### config.mk
export PLATFORM = sky130hd
export DESIGN_NAME = operand_loader
export DESIGN_NICKNAME = d
export VERILOG_FILES = /design/src/rtl/operand_loader.sv
export SDC_FILE = /design/constraint.sdc
export NUM_CORES = 1
export LEC_CHECK = 0
export CAP_MARGIN = 20
export CORE_UTILIZATION = 35
export CTS_BUF_LIST = sky130_fd_sc_hd__clkbuf_4 sky130_fd_sc_hd__clkbuf_8 sky130_fd_sc_hd__clkbuf_16
export DETAILED_ROUTE_END_ITERATION = 7
export DONT_BUFFER_PORTS = 1
export HOLD_SLACK_MARGIN = 0.08
export PLACE_DENSITY = 0.49
export REMOVE_ABC_BUFFERS = 1
export SLEW_MARGIN = 20
export SYNTH_ARGS = -nofsm -noshare
export SYNTH_HDL_FRONTEND = slang
export SYNTH_SLANG_ARGS = --single-unit
### constraint.sdc
create_clock -name clk -period 3.3 [get_ports clk]
set_clock_uncertainty 0.15 [all_clocks]
set_input_delay 0.33 -clock clk [delete_from_list [all_inputs] [get_ports clk]]
set_output_delay 0.33 -clock clk [all_outputs]
set_load 0.02 [all_outputs]
### src/rtl/operand_loader.sv
// operand_loader: serial operand front-end for the four-operand select/compute stage.
// Assembles one frame from a byte stream: operand bytes A, B, C, D, then a select byte.
// The completed frame is held stable on A..D/select/sel_err while out_valid is high,
// until the downstream stage accepts it with out_ready.
module operand_loader #(
  parameter int unsigned WIDTH = 8
) (
  input  logic             clk,
  input  logic             rst_n,
  input  logic             clear,
  input  logic             in_valid,
  input  logic [WIDTH-1:0] in_data,
  output logic             in_ready,
  output logic             out_valid,
  input  logic             out_ready,
  output logic [WIDTH-1:0] A,
  output logic [WIDTH-1:0] B,
  output logic [WIDTH-1:0] C,
  output logic [WIDTH-1:0] D,
  output logic [1:0]       select,
  output logic             sel_err,
  output logic [7:0]       frame_cnt
);

  typedef enum logic [2:0] {
    LD_A   = 3'd0,
    LD_B   = 3'd1,
    LD_C   = 3'd2,
    LD_D   = 3'd3,
    LD_SEL = 3'd4,
    HOLD   = 3'd5
  } state_t;

  state_t state;
  state_t state_nxt;

  logic xfer;
  logic handoff;

  // in_ready/out_valid are pure state decodes, so both qualifiers are free of
  // combinational input-to-output paths.
  assign xfer    = in_valid && in_ready;
  assign handoff = out_valid && out_ready;

  // State register.
  always_ff @(posedge clk or negedge rst_n) begin
    if (!rst_n) begin
      state <= LD_A;
    end else begin
      state <= state_nxt;
    end
  end

  // Next-state: one step per byte transfer, leave HOLD on handoff; clear wins.
  always_comb begin
    state_nxt = state;
    if (clear) begin
      state_nxt = LD_A;
    end else begin
      unique case (state)
        LD_A:    if (xfer)    state_nxt = LD_B;
        LD_B:    if (xfer)    state_nxt = LD_C;
        LD_C:    if (xfer)    state_nxt = LD_D;
        LD_D:    if (xfer)    state_nxt = LD_SEL;
        LD_SEL:  if (xfer)    state_nxt = HOLD;
        HOLD:    if (handoff) state_nxt = LD_A;
        default:              state_nxt = LD_A;
      endcase
    end
  end

  // Handshake outputs decoded from the state.
  always_comb begin
    in_ready  = 1'b1;
    out_valid = 1'b0;
    if (state == HOLD) begin
      in_ready  = 1'b0;
      out_valid = 1'b1;
    end
  end

  // Operand and select registers: written by the transfer of their own state, zeroed by clear.
  always_ff @(posedge clk or negedge rst_n) begin
    if (!rst_n) begin
      A       <= '0;
      B       <= '0;
      C       <= '0;
      D       <= '0;
      select  <= '0;
      sel_err <= 1'b0;
    end else if (clear) begin
      A       <= '0;
      B       <= '0;
      C       <= '0;
      D       <= '0;
      select  <= '0;
      sel_err <= 1'b0;
    end else if (xfer) begin
      unique case (state)
        LD_A:   A <= in_data;
        LD_B:   B <= in_data;
        LD_C:   C <= in_data;
        LD_D:   D <= in_data;
        LD_SEL: begin
          select  <= in_data[1:0];
          sel_err <= |in_data[WIDTH-1:2];
        end
        default: ;
      endcase
    end
  end

  // Handoff counter, wraps modulo 256; a clear in the same cycle suppresses the count.
  always_ff @(posedge clk or negedge rst_n) begin
    if (!rst_n) begin
      frame_cnt <= '0;
    end else if (!clear && handoff) begin
      frame_cnt <= frame_cnt + 8'd1;
    end
  end

endmodule

==> metrics.md, run 1 <==
| Metric | Value |
|---|---|
| Simple-Gate Fraction of Synth Area | `between 10% and 20%` |
| Clk root buf | `clkbuf_8` |
| Clk pin slew, worst setup/hold paths | `0.09 ns` |
| I/O Buffers | `0` |
| Initial antenna violation count | `0` |
| Die W | `between 70 and 80 um` |
| Pint | `about 0.00089 W` |
| Arrival time worst endpoint | `approximately 1.6 ns` |
| Synth unique cells | `32` |
| Final setup vio count | `0` |
| Sequential share of the synthesized area | `57.29%` |
| Worst hold path type | `in2reg` |
| Least-Margin Pin Slew | `0.4133 ns` |
| Leakage power | `between 1 and 1.5 nW` |
| H-tree levels | `2` |
| Synth Area in Compound Gates | `about 5.5%` |
| Die height | `77.77 um` |
| Post-CTS sizing | `0` |
| Worst-skew pair later-pin latency | `about 0.30 ns` |
| Nature of the critical path endpoint | `output pin` |
| Flop pwr share | `between 50% and 60%` |
| Critical path depth in cells | `3` |
| Crit-path max FO | `9` |
| Clock sinks | `46` |
| DRC Markers | `0` |
| Number of antenna cells inserted | `0` |
| I/O pin count | `just under 60` |
| Vias | `~1200` |
| Wire length per cell | `19.92 um` |
| Mean Syn Cell Area | `13.95 um2` |
| First-pass GRT wire length | `7624 um` |
| Adder-Cell Fraction of Synth Area | `less than 1%` |
| Startpoint Class | `flip-flop` |
| Pwr Density | `541.5 nW/um2` |
| Slew Limit Headroom | `between 70% and 80%` |
| Layout cells sized above 1 | `33.77%` |
| Post-CTS Hold Fix Bufs | `5` |
| Initial Utilization | `a little over a third` |
| Final net count | `approximately 160` |
| Post-DP HPWL | `~3100 um` |
| P&R area growth vs syn | `11.89%` |
| P_sw | `approximately 0.00032 W` |
| Vias in the first global route | `1354` |
| Total track usage | `16.88%` |
| Ys async rst share | `between 90% and 100%` |
| CTS tree | `built` |
| CP startpoint | `state[2]` |
| Final WL | `about 4400 um` |
| Final Cycle Share | `between 60 and 70%` |
| Die Area | `6048 um2` |
| Largest family of logic cells by synthesized area | `multiplexers` |
| RR Startpoint | `state[0]` |
| Setup_tns | `0 ns` |
| GP Congestion | `between 0.7 and 0.8` |
| Crit path largest cell delay | `between 0.5 and 0.6 ns` |
| Sw frac | `approximately a quarter` |
| Hold Crit Start | `in_valid` |
| Post-synthesis mux area share | `about a fifth` |
| Outcome | `finished clean` |
| Crit path buf inv count | `1` |
| Post-CTS Setup Bufs | `0` |
| Critical path required time | `between 2 and 3 ns` |
| DR pass1 iterations | `4` |
| CP cell instances | `nor2b_1 -> and2_1 -> inv_1` |
| Antenna-violating nets left | `0` |
| Cells after Synth | `roughly 140` |
| Core area | `~5500 um2` |
| Top_reg_cell synth | `dfrtp_1` |
| Drt initial violations | `96` |
| Max stage delay cell, worst path | `dfrtp_1` |
| Final Hold Vio Count | `0` |
| Part of the power in combinational logic | `8.6%` |
| XOR/XNOR Fraction of Synth Area | `under 10%` |
| Worst R2R Path Depth | `3` |
| Routed vias/inst | `approximately 5.3` |
| Clk pwr share | `about a third` |
| Largest net degree at the start of global routing | `47` |
| Number of synthesized register bits | `46` |
| CP Class | `reg2out` |
| Post-route design area | `about 2200 um2` |
| Number of enable flip-flop cells after synthesis | `0` |
| Placed instance area | `roughly 2100 um2` |
| Hold path depth | `2` |
| CP top delay family | `flip-flops` |
| Unrepaired setup endpoints after global routing | `no` |
| Max-slew violations | `0` |
| Ys Warns | `0` |
| Max-cap violation count | `0` |
| Minimum clock period | `between 2 and 2.5 ns` |
| Clk buf depth | `2` |
| Netlist area before placement | `2009 um2` |
| Total grt overflow | `0` |
| Fmax | `approximately 0.5 GHz` |
| Maximum VDD drop | `between 200 and 250 uV` |
| Num rows | `27` |
| CTS Buf Count | `5` |
[synthesized netlist by cell type, types with 2 or more instances]
master	instances	area share [%]
dfrtp_1	46	57
mux2_2	32	18
nor2b_1	9	2.8
xor2_1	8	3.5
nor2_1	6	1.1
nor3_1	5	1.2
buf_2	4	1.0
nand2_1	4	0.75
a21oi_1	2	0.50
a21oi_4	2	1.6
a31oi_4	2	2.1
inv_1	2	0.37
mux2i_1	2	1.0
nand3_1	2	0.50
[registers in the layout, indices dropped and copies added (netlist names)]
register   cells
A              8
B              8
C              8
D              8
frame_cnt      8
sel_err        1
select         2
state          3
[power by group through the flow]
| stage | sequential (W) | clock [W] | combinational (W) |
|---|---|---|---|
| 2_1_floorplan | 0.000687 | 0 | 0.0000714 |
| 4_1_cts | 0.000689 | 0.000439 | 0.000107 |
| 5_1_grt | 0.000695 | 0.000465 | 0.000117 |
| 3_3_place_gp | 0.000698 | 0 | 0.0000813 |
| 3_5_place_dp | 0.000700 | 0 | 0.0000861 |
| 6_report | 0.000688 | 0.000425 | 0.000105 |
[placed cells by master, fill, tap and decap left out, types with 2 or more instances in the layout]
master         instances
dlygate4sd3_1          4
a21oi_1                2
nor2_1                 6
a31oi_4                2
nand3_1                2
mux2i_1                2
clkbuf_8               5
dfrtp_1               46
mux2_2                32
nor2b_1                9
nor3_1                 5
nand2_1                4
inv_1                  2
a21oi_4                2
xor2_1                 8
[path summary, 6_finish.rpt]
path	endpoint	slack, ns
max	in_ready	1.27
min	state[0]	0.08
max reg2reg	A[0]	1.54
min reg2reg	frame_cnt[7]	0.46
max in group asynchronous	D[1]	2.40
min in group asynchronous	A[2]	0.38
[cells by family after synthesis]
family                     Yosys count
DFF                                 46
and+or+nand+nor                     37
muxes                               35
AOI/OAI and AO/OA                    9
xor gates and xnor gates             8
buffers and inverters                8
adders and majority gates            1
[routing by layer]
| metal | share of wire, % | track usage (%) | vias to the layer above |
|---|---|---|---|
| met2 | 50 | 28.05 | 35 |
| li1 | - | - | 513 |
| met5 | 0 | 0 | - |
| met1 | 40 | 19.52 | 628 |
| met4 | 0.97 | 5.094 | 0 |
| met3 | 8.6 | 7.412 | 6 |
[area by class of cell]
cell class	instances	area, um2
timing repair buffer	5	67.56
clock buffer	6	76.32
inverter	2	7.507
sequential	46	1151
multi-input combinational	90	818.3
tap	72	90.09
fill	524	3258
clock inverter	2	37.54
[per-stage QoR]
step	power, W	utilization, %	setup slack, ns	cells	hold slack, ns
4_1_cts	0.001236	40.83	1.258	223	0.08284
6_report	0.001217	40.83	1.271	223	0.08488
5_1_grt	0.001277	40.83	1.170	223	0.09047
2_1_floorplan	0.0007586	-	1.736	138	-0.1156
3_5_place_dp	0.0007864	37.54	1.545	210	-0.1141
3_3_place_gp	0.0007794	37.54	1.597	210	-0.1144
Note: power is estimated with default switching activity, not from simulation.
==> run 2, diff against run 1 <==
- clock period: 3.3 -> 2 ns (I/O delays scaled with it)
==> run 2 against run 1 <==
  * Worst setup slack lost 1.1 ns
  * Critical path depth did not move
  * Register-to-register slack lost 1.4 ns
  * Routed wire length is 1.5% higher
  * Largest cell class unchanged
  * Highest routed layer unchanged
==> metrics.md, run 2 (same netlist as run 1, synthesis figures left out) <==
| Metric | Value |
|---|---|
| Drt initial violations | `94 (-2.1%)` |
| Startpoint Class | `input pin` |
| Total grt overflow | `0 (unchanged)` |
| Least-Margin Pin Slew | `0.8083 ns (+0.3949 ns)` |
| Initial antenna violation count | `0 (unchanged)` |
| CP top delay family | `buffers and inverters` |
| Leakage power | `1.029 nW (+0.80%)` |
| Slew Limit Headroom | `45.94% (-27 points)` |
| Final setup vio count | `0 (unchanged)` |
| I/O pin count | `58 (unchanged)` |
| Setup_tns | `0 ns (unchanged)` |
| Post-Place Setup Slack | `0.2450 ns (-1.300 ns)` |
| Worst hold margin | `0.07472 ns (-0.01016 ns)` |
| Hold path depth | `2 (unchanged)` |
| Wire length per cell | `19.94 um (+0.12%)` |
| Critical path required time | `2.04 ns (-0.78 ns)` |
| Total power | `0.002020 W (+66%)` |
| Total track usage | `17.00% (+0.13 points)` |
| DR pass1 iterations | `4 (unchanged)` |
| Post-DP HPWL | `3078 um (unchanged)` |
| GP Congestion | `0.7827 (unchanged)` |
| Worst hold path type | `in2reg` |
| Worst-skew pair later-pin latency | `0.30 ns (about the same)` |
| Sequential cell area | `1152 um2 (+0.11%)` |
| Outcome | `finished clean` |
| Pwr Density | `885.9 nW/um2 (+64%)` |
| CP Class | `in2reg` |
| Maximum VDD drop | `369.6 uV (+65%)` |
| Max-cap violation count | `0 (unchanged)` |
| Fillers | `520 (-0.76%)` |
| I/O Buffers | `0 (unchanged)` |
| Layout cells sized above 1 | `33.77% (about the same)` |
| Final net count | `167 (+1.8%)` |
| Num rows | `27 (unchanged)` |
| Die Area | `6048 um2 (unchanged)` |
| Most frequent cells in the layout | `dfrtp_1 (45), mux2_2 (32), nor2b_1 (9)` |
| Die height | `77.77 um (unchanged)` |
| Multi-input logic area | `818.3 um2 (unchanged)` |
| Post-CTS Setup Bufs | `0 (unchanged)` |
| Clk root buf | `clkbuf_8` |
| Fmax | `approximately 0.53 GHz` |
| Nature of the critical path endpoint | `flip-flop` |
| Unrepaired setup endpoints after global routing | `no` |
| Routed vias/inst | `5.168 (-2.5%)` |
| Max stage delay cell, worst path | `dlygate4sd3_1` |
| Crit path buf inv count | `1 (unchanged)` |
| Final Cycle Share | `93.49%` |
| Non-Filler Instances | `226 (+1.3%)` |
| Final WL | `4507 um (+1.5%)` |
| Number of antenna cells inserted | `0 (unchanged)` |
| Die W | `77.77 um (unchanged)` |
| Arrival time worst endpoint | `1.91 ns (+0.36 ns)` |
| CTS tree | `built` |
| Crit path largest cell delay | `0.83 ns (+0.28 ns)` |
| CP cell instances | `dlygate4sd3_1 -> a31oi_4 -> mux2_2` |
| Vias | `1168 (-1.2%)` |
| Clock sinks | `46 (unchanged)` |
| Crit-path max FO | `14 (+5)` |
| Clk pin slew, worst setup/hold paths | `0.09 ns (about the same)` |
| First-pass GRT wire length | `7679 um (+0.72%)` |
| Worst R2R Path Depth | `4 (+1)` |
| H-tree levels | `2 (unchanged)` |
| Max-slew violations | `0 (unchanged)` |
| Initial Utilization | `36.49% (unchanged)` |
| Critical path depth in cells | `3 (unchanged)` |
| Vias in the first global route | `1342 (-0.89%)` |
| Antenna-violating nets left | `0 (unchanged)` |
| Clk buf depth | `2 (unchanged)` |
| Final Hold Vio Count | `0 (unchanged)` |
| Final Worst Setup Slack | `0.1301 ns (-1.141 ns)` |
| Core area | `5507 um2 (unchanged)` |
| DRC Markers | `0 (unchanged)` |
| CTS Buf Count | `5 (unchanged)` |
| Minimum clock period | `1.870 ns` |
| P&R area growth vs syn | `13.45%` |
| Cell total after placement | `210 (unchanged)` |
| Largest net degree at the start of global routing | `47 (unchanged)` |
| Commonest non-fill, non-tap cell in the layout | `dfrtp_1` |
## run 2: timing repair
action                                  CTS  global route
endpoints found under the setup margin    0             1
hold buffers                              8             0
hold endpoints to repair                 89             0
resized for setup                         0             1
## run 2: final cells by class
class	count	area share, %
flip-flops and latches	46	50.55
multi-input cells	90	35.89
repair buffers	8	4.281
well taps	72	3.952
clock buffers	6	3.348
clock inverters	2	1.647
inverters	2	0.3293
## run 2: where the power goes
part           total (W)  internal [W]  leakage [nW]  switching [W]
registers        0.00113      0.000996         0.605       0.000139
clock network   0.000703      0.000387        0.0548       0.000317
logic           0.000182     0.0000939         0.369      0.0000876
## run 2: worst register-to-register path, cell delays in order, from the launching register on
cell and delay, ns:
dfrtp_1 0.50, nor2b_4 0.28, a32oi_1 0.12, dlygate4sd3_1 0.60
nor2_1 0.09
## run 2: metal layers
| metal | track usage [%] | part of all wire, % | routed length (um) | vias to the layer above |
|---|---|---|---|---|
| li1 | - | - | - | 517 |
| met3 | 6.706 | 7.8 | 352 | 6 |
| met5 | 0 | 0 | 0 | - |
| met2 | 28.05 | 50 | 2243 | 34 |
| met4 | 4.528 | 0.95 | 43 | 0 |
| met1 | 20.57 | 41 | 1868 | 611 |
## run 2: path summary, 6_finish.rpt
path                       slack (ns)        to  startpoint
min                              0.07   sel_err  in_data[7]
min reg2reg                      0.44  state[1]    state[2]
max in group asynchronous        1.23  state[2]       rst_n
max                              0.13      D[3]       clear
min in group asynchronous        0.25      A[2]       rst_n
max reg2reg                      0.19  state[2]    state[1]
## run 2: stage by stage
stage               utilization (%)  area [um2]
global route                  41.40        2280
finish                        41.40        2280
CTS                           41.38        2278
detailed placement            37.54        2067
floorplan                         -        1977
global placement              37.54        2067
